==> config.mk <==
export PLATFORM = sky130hd
export DESIGN_NAME = mem_arbiter
export DESIGN_NICKNAME = d
export VERILOG_FILES = /design/src/rtl/mem_arbiter_pkg.sv /design/src/rtl/mem_arb_timer.sv /design/src/rtl/mem_arbiter.sv
export SDC_FILE = /design/constraint.sdc
export NUM_CORES = 1
export LEC_CHECK = 0
export ABC_CLOCK_PERIOD_IN_PS = 10300
export CORE_AREA = 2 2 135 104
export CTS_CLUSTER_SIZE = 28
export DETAILED_ROUTE_END_ITERATION = 16
export DIE_AREA = 0 0 137 106
export MAX_ROUTING_LAYER = met4
export PLACE_DENSITY = 0.94
export SYNTH_ARGS = -nofsm -noshare
export SYNTH_HDL_FRONTEND = slang
export SYNTH_SLANG_ARGS = --single-unit
==> constraint.sdc <==
create_clock -name clk -period 10.3 [get_ports clk]
set_input_delay 2.06 -clock clk [delete_from_list [all_inputs] [get_ports clk]]
set_output_delay 2.06 -clock clk [all_outputs]
set_load 0.02 [all_outputs]
==> src/rtl/mem_arbiter_pkg.sv <==
// Shared types and constants for the single-port memory arbiter.
// The FSM encoding and lane constants live here so the CPU core can use them too.
package mem_arbiter_pkg;

  typedef enum logic [1:0] {
    ARB_IDLE    = 2'd0,
    ARB_BUS_IF  = 2'd1,
    ARB_BUS_MEM = 2'd2,
    ARB_DONE    = 2'd3
  } arb_state_e;

  localparam int         ARB_DEFAULT_TIMEOUT = 15;
  localparam logic [3:0] MEM_SEL_WORD        = 4'b1111;

  function automatic logic arb_state_bus(arb_state_e s);
    return (s == ARB_BUS_IF) || (s == ARB_BUS_MEM);
  endfunction

endpackage

==> src/rtl/mem_arb_timer.sv <==
// Busy-cycle watchdog: reloads to 1 on clear, counts while enabled, and flags
// expiry once the count reaches TIMEOUT. The count saturates at 255.
module mem_arb_timer #(
  parameter int TIMEOUT = 15
) (
  input  logic clk,
  input  logic rst,
  input  logic clear,
  input  logic enable,
  output logic expired
);

  localparam logic [7:0] LIMIT = 8'(TIMEOUT);

  logic [7:0] cnt_q, cnt_d;

  always_comb begin
    cnt_d = cnt_q;
    if (clear) begin
      cnt_d = 8'd1;
    end else if (enable && (cnt_q != 8'hFF)) begin
      cnt_d = cnt_q + 8'd1;
    end
  end

  always_ff @(posedge clk or posedge rst) begin
    if (rst) cnt_q <= 8'd0;
    else     cnt_q <= cnt_d;
  end

  assign expired = enable && (cnt_q >= LIMIT);

endmodule

==> src/rtl/mem_arbiter.sv <==
// Arbitrates instruction fetch and data access onto one memory bus; data wins.
// Registered handshake with watchdog abort and a combinational pipeline stall.
module mem_arbiter
  import mem_arbiter_pkg::*;
#(
  parameter int ADDR_W  = 32,
  parameter int DATA_W  = 32,
  parameter int TIMEOUT = ARB_DEFAULT_TIMEOUT
) (
  input  logic              clk,
  input  logic              rst,
  input  logic              if_req,
  input  logic [ADDR_W-1:0] if_addr,
  output logic [DATA_W-1:0] if_inst,
  output logic              if_ready,
  input  logic              mem_readEnable,
  input  logic              mem_writeEnable,
  input  logic [ADDR_W-1:0] mem_addr,
  input  logic [3:0]        mem_sel,
  input  logic [DATA_W-1:0] mem_wdata,
  output logic [DATA_W-1:0] mem_rdata,
  output logic              mem_ready,
  output logic              bus_req,
  output logic              bus_we,
  output logic [ADDR_W-1:0] bus_addr,
  output logic [3:0]        bus_sel,
  output logic [DATA_W-1:0] bus_wdata,
  input  logic [DATA_W-1:0] bus_rdata,
  input  logic              bus_ack,
  output logic              bus_error,
  output logic              stall_req
);

  arb_state_e        state_q, state_d;
  logic              bus_req_q, bus_req_d;
  logic              bus_we_q, bus_we_d;
  logic [ADDR_W-1:0] bus_addr_q, bus_addr_d;
  logic [3:0]        bus_sel_q, bus_sel_d;
  logic [DATA_W-1:0] bus_wdata_q, bus_wdata_d;
  logic [DATA_W-1:0] if_inst_q, if_inst_d;
  logic [DATA_W-1:0] mem_rdata_q, mem_rdata_d;
  logic              if_ready_q, if_ready_d;
  logic              mem_ready_q, mem_ready_d;
  logic              bus_error_q, bus_error_d;

  logic              mem_pending;
  logic              tmr_clear;
  logic              tmr_expired;
  logic [DATA_W-1:0] result;

  assign mem_pending = mem_readEnable | mem_writeEnable;

  mem_arb_timer #(.TIMEOUT(TIMEOUT)) u_timer (
    .clk     (clk),
    .rst     (rst),
    .clear   (tmr_clear),
    .enable  (arb_state_bus(state_q)),
    .expired (tmr_expired)
  );

  always_comb begin
    state_d     = state_q;
    bus_req_d   = bus_req_q;
    bus_we_d    = bus_we_q;
    bus_addr_d  = bus_addr_q;
    bus_sel_d   = bus_sel_q;
    bus_wdata_d = bus_wdata_q;
    if_inst_d   = '0;
    mem_rdata_d = '0;
    if_ready_d  = 1'b0;
    mem_ready_d = 1'b0;
    bus_error_d = 1'b0;
    tmr_clear   = 1'b0;
    result      = bus_ack ? bus_rdata : '0;

    case (state_q)
      ARB_IDLE: begin
        if (mem_pending) begin
          state_d     = ARB_BUS_MEM;
          bus_req_d   = 1'b1;
          bus_we_d    = mem_writeEnable;
          bus_addr_d  = mem_addr;
          bus_sel_d   = mem_sel;
          bus_wdata_d = mem_wdata;
          tmr_clear   = 1'b1;
        end else if (if_req) begin
          state_d     = ARB_BUS_IF;
          bus_req_d   = 1'b1;
          bus_we_d    = 1'b0;
          bus_addr_d  = if_addr;
          bus_sel_d   = MEM_SEL_WORD;
          bus_wdata_d = '0;
          tmr_clear   = 1'b1;
        end
      end

      ARB_BUS_IF, ARB_BUS_MEM: begin
        // An ack in the expiry cycle still completes the access normally.
        if (bus_ack || tmr_expired) begin
          state_d     = ARB_DONE;
          bus_req_d   = 1'b0;
          bus_we_d    = 1'b0;
          bus_error_d = ~bus_ack;
          if (state_q == ARB_BUS_MEM) begin
            mem_ready_d = 1'b1;
            mem_rdata_d = bus_we_q ? '0 : result;
          end else begin
            if_ready_d = 1'b1;
            if_inst_d  = result;
          end
        end
      end

      ARB_DONE: state_d = ARB_IDLE;

      default: state_d = ARB_IDLE;
    endcase
  end

  always_ff @(posedge clk or posedge rst) begin
    if (rst) begin
      state_q     <= ARB_IDLE;
      bus_req_q   <= 1'b0;
      bus_we_q    <= 1'b0;
      bus_addr_q  <= '0;
      bus_sel_q   <= '0;
      bus_wdata_q <= '0;
      if_inst_q   <= '0;
      mem_rdata_q <= '0;
      if_ready_q  <= 1'b0;
      mem_ready_q <= 1'b0;
      bus_error_q <= 1'b0;
    end else begin
      state_q     <= state_d;
      bus_req_q   <= bus_req_d;
      bus_we_q    <= bus_we_d;
      bus_addr_q  <= bus_addr_d;
      bus_sel_q   <= bus_sel_d;
      bus_wdata_q <= bus_wdata_d;
      if_inst_q   <= if_inst_d;
      mem_rdata_q <= mem_rdata_d;
      if_ready_q  <= if_ready_d;
      mem_ready_q <= mem_ready_d;
      bus_error_q <= bus_error_d;
    end
  end

  assign bus_req   = bus_req_q;
  assign bus_we    = bus_we_q;
  assign bus_addr  = bus_addr_q;
  assign bus_sel   = bus_sel_q;
  assign bus_wdata = bus_wdata_q;
  assign if_inst   = if_inst_q;
  assign mem_rdata = mem_rdata_q;
  assign if_ready  = if_ready_q;
  assign mem_ready = mem_ready_q;
  assign bus_error = bus_error_q;

  assign stall_req = (if_req & ~if_ready_q) | (mem_pending & ~mem_ready_q);

endmodule

==> impl_results.md <==
* Clock slew at reported path FFs at 0.06 ns
* Post_cts resized at 0
* Pwr Density at 293 nW/um^2
* DRT Wirelength at 16.8 mm
* Unrepaired setup endpoints after global routing: no
* Worst r2r src: state_q[0]$_DFFE_PP0P_
* Die height at 106 um
* Worst rel slew slack at 39.5%
* Mean post-synth cell area at 11.5 sq um
* Worst Setup SP: if_req
* Ys Warns at 0
* # rows at 37
* Worst IR Drop VDD at 0.000175 V
* Via density at 5.01
* Post-synth top flop: dfrtp_1
* Setup bufs post-CTS at 0
* Met3 GRT Util at 8.63%
* Post-synthesis register bit count at 147
* Gpl congestion at 0.788
* Initial antenna violation count at 0
* I/O Buffers at 275
* Ranking of synthesized cells by area: dfrtp_1 (66%), mux2i_1 (6.1%), nor2_1 (5.4%)
* Via count at 4713
* Critical Path RT at 8.24 ns
* Post-synthesis xor/xnor area fraction at 0.158%
* Mapped Area at 5550 sq um
* Max Clk Rate at 179 MHz
* Sequential-to-total area share from yosys stat at 66.2%
* Max Cap Violations at 0
* # setup viols final at 0
* Critical Path AT at 3.53 ns
* P&R area growth vs syn at 63.3%
* Area post-placement at 8450 sq um
* Gr usage total at 24.3%
* Max Root-Sink Buffers at 2
* Synth async-reset ratio at 100%
* Complex-gate fraction of the synthesized area at 11.1%
* # DRC at 0
* Met1 usage at 26.5%
* CTS Sinks at 147
* Met2 usage at 40.4%
* Cells after Synth at 482
* Flop pwr share at 33.0%
* P_leak at 4.14 nW
* Syn nets at 624
* Die width at 137 um
* CTS Hold Bufs at 0
* WL/cell at 17.9 um
* Antenna fix cells at 0
* Startpoint types: input pin
* Synth unique cells at 35
* Synth Area in Adders at 0.901%
* Tcrit/Tclk final at 54.3%
* Final hold viol count at 0
* Core box area at 13300 sq um
* Setup CP Type: input pin to output port
* CTS root buf: clkbuf_16
* Clock share of power at 24.3%
* CP Capture Type: output port
* P_int at 1.68 mW
* Switch Pwr at 982 uW
* Post-synth top area cell: dfrtp_1
* Worst Min Path Start: bus_addr[16]$_DFFE_PP0P_
* Slew @ Worst Pin at 0.908 ns
* Hold Crit Class: flip-flop to flip-flop
* Max Slew Vio Count at 0
* Post-synth EDFFs at 0
* Largest net degree at the start of global routing at 83
* Initial Utilization at 41.7%
* Status: completed
* Initial DRC Count at 300
* Nets at 894
* First-pass GRT wire length at 25.7 mm
* Fin area at 9070 sq um
* Combinational power share at 42.7%
* Fraction of the mapped netlist area in simple logic gates at 12.7%
* Clock skew at 0.00704 ns
* H-tree levels at 4
* Final min period at 5.59 ns
* CTS tree: built
* Synth top area share at 66.2%
* Number of top-level pins at 276
* DPL Wire Length at 11.9 mm
* First-pass DRT Iterations at 5
* Vias in the first global route at 4926
* Largest family of logic cells by synthesized area: simple AND/OR/NAND/NOR gates
* Total gr overflow at 0
* Worst-path fanout max at 4
* Clk Latency, worst-skew pair at 0.42 ns
* Remaining antenna violation count at 0
* DIE AREA at 14500 sq um
* Top Usage Layer GRT: met2
* Sw Share at 36.9%
* Mux contribution to synthesized area at 6.13%
* Total CTS buffers at 17
* Setup TNS at 0 ns
* Proportion of layout cells with a drive suffix above 1 at 6.14%
[placed cells by master, fill, tap and decap left out, types with 3 or more instances in the layout]
cell type,netlist,final
clkdlybuf4s50_1,0,275
dfrtp_1,147,147
nor2_1,80,79
nand2_1,71,71
o21ai_0,37,37
mux2i_1,34,34
a22o_1,32,32
clkbuf_16,0,17
inv_1,7,6
buf_4,0,6
nor3_1,5,5
o22a_1,4,4
inv_6,0,4
nand3_1,4,4
ha_1,4,4
nand4_1,3,3
bufinv_16,0,3
[sequential cells by signal (all words and copies together) (netlist names), 2 cells and up]
name and flops:
bus_sel 4, bus_addr 32, if_inst 32, bus_wdata 32, u_timer.cnt_q 8, state_q 2
mem_rdata 32
[routing by layer]
layer,routed length [um],vias up
met5,0,-
met4,543,0
met3,1530,42
met2,8390,228
met1,6350,2265
li1,-,2178
[power groups by stage]
stage / Sequential, mW / Combinational, mW / Clock (mW)
finish: 0.879 / 1.14 / 0.646
global placement: 0.871 / 1.10 / 0
CTS: 0.879 / 1.14 / 0.656
global route: 0.898 / 1.22 / 0.683
detailed placement: 0.885 / 1.13 / 0
floorplan: 1.10 / 0.378 / 0
[Yosys cell counts (4+ instances only)]
cell and number:
o22a_1 4, nor2_1 80, inv_1 7, o21ai_0 37, clkbuf_1 18, nand2_1 71, nor3_1 5, nand3_1 4
buf_2 12, dfrtp_1 147, ha_1 4, a22o_1 32, mux2i_1 34
[layout make-up]
type | instances | area (sq um)
fill | 914 | 4270
sequential | 147 | 3680
timing repair buffer | 281 | 2800
multi-input combinational | 298 | 1720
clock buffer | 19 | 443
tap | 175 | 219
clock inverter | 13 | 174
inverter | 7 | 31.3
[metrics by stage]
| step | instances | utilization, % | setup slack (ns) | hold slack (ns) | power (mW) |
|---|---|---|---|---|---|
| after floorplan | 482 | - | 4.29 | 0.481 | 1.48 |
| after global placement | 908 | 63.4 | 4.72 | 0.461 | 1.97 |
| after detailed placement | 908 | 63.4 | 4.72 | 0.469 | 2.02 |
| after CTS | 940 | 68.0 | 4.71 | 0.482 | 2.68 |
| after global routing | 940 | 68.0 | 4.64 | 0.517 | 2.80 |
| final | 940 | 68.0 | 4.71 | 0.477 | 2.66 |
[critical path: stages]
cell and delay, ns:
clkdlybuf4s50_1 0.59, inv_1 0.07, o22ai_1 0.16, clkdlybuf4s50_1 0.65
[kinds of logic (layout without fill, tap and decap cells)]
logic type,Yosys count,after routing
muxes,34,34
buffers and inverters,37,320
xor gates and xnor gates,1,1
DFF,147,147
adders and majority gates,4,4
and+or+nand+nor,172,172
AOI/OAI and AO/OA,87,87
[final timing paths]
| kind | depth (start not counted) | end | slack (ns) |
|---|---|---|---|
| worst max-delay path | 4 | stall_req | 4.71 |
| worst min register to register | 2 | bus_addr[16]$_DFFE_PP0P_ | 0.48 |
| worst min-delay path | 2 | bus_addr[16]$_DFFE_PP0P_ | 0.48 |
| worst max register to register | 5 | bus_addr[19]$_DFFE_PP0P_ | 8.16 |
| min in group asynchronous | 2 | bus_wdata[6]$_DFFE_PP0P_ | 2.13 |
| max in group asynchronous | 3 | if_inst[25]$_DFF_PP0_ | 6.76 |
(Power assumes the default switching activity.)
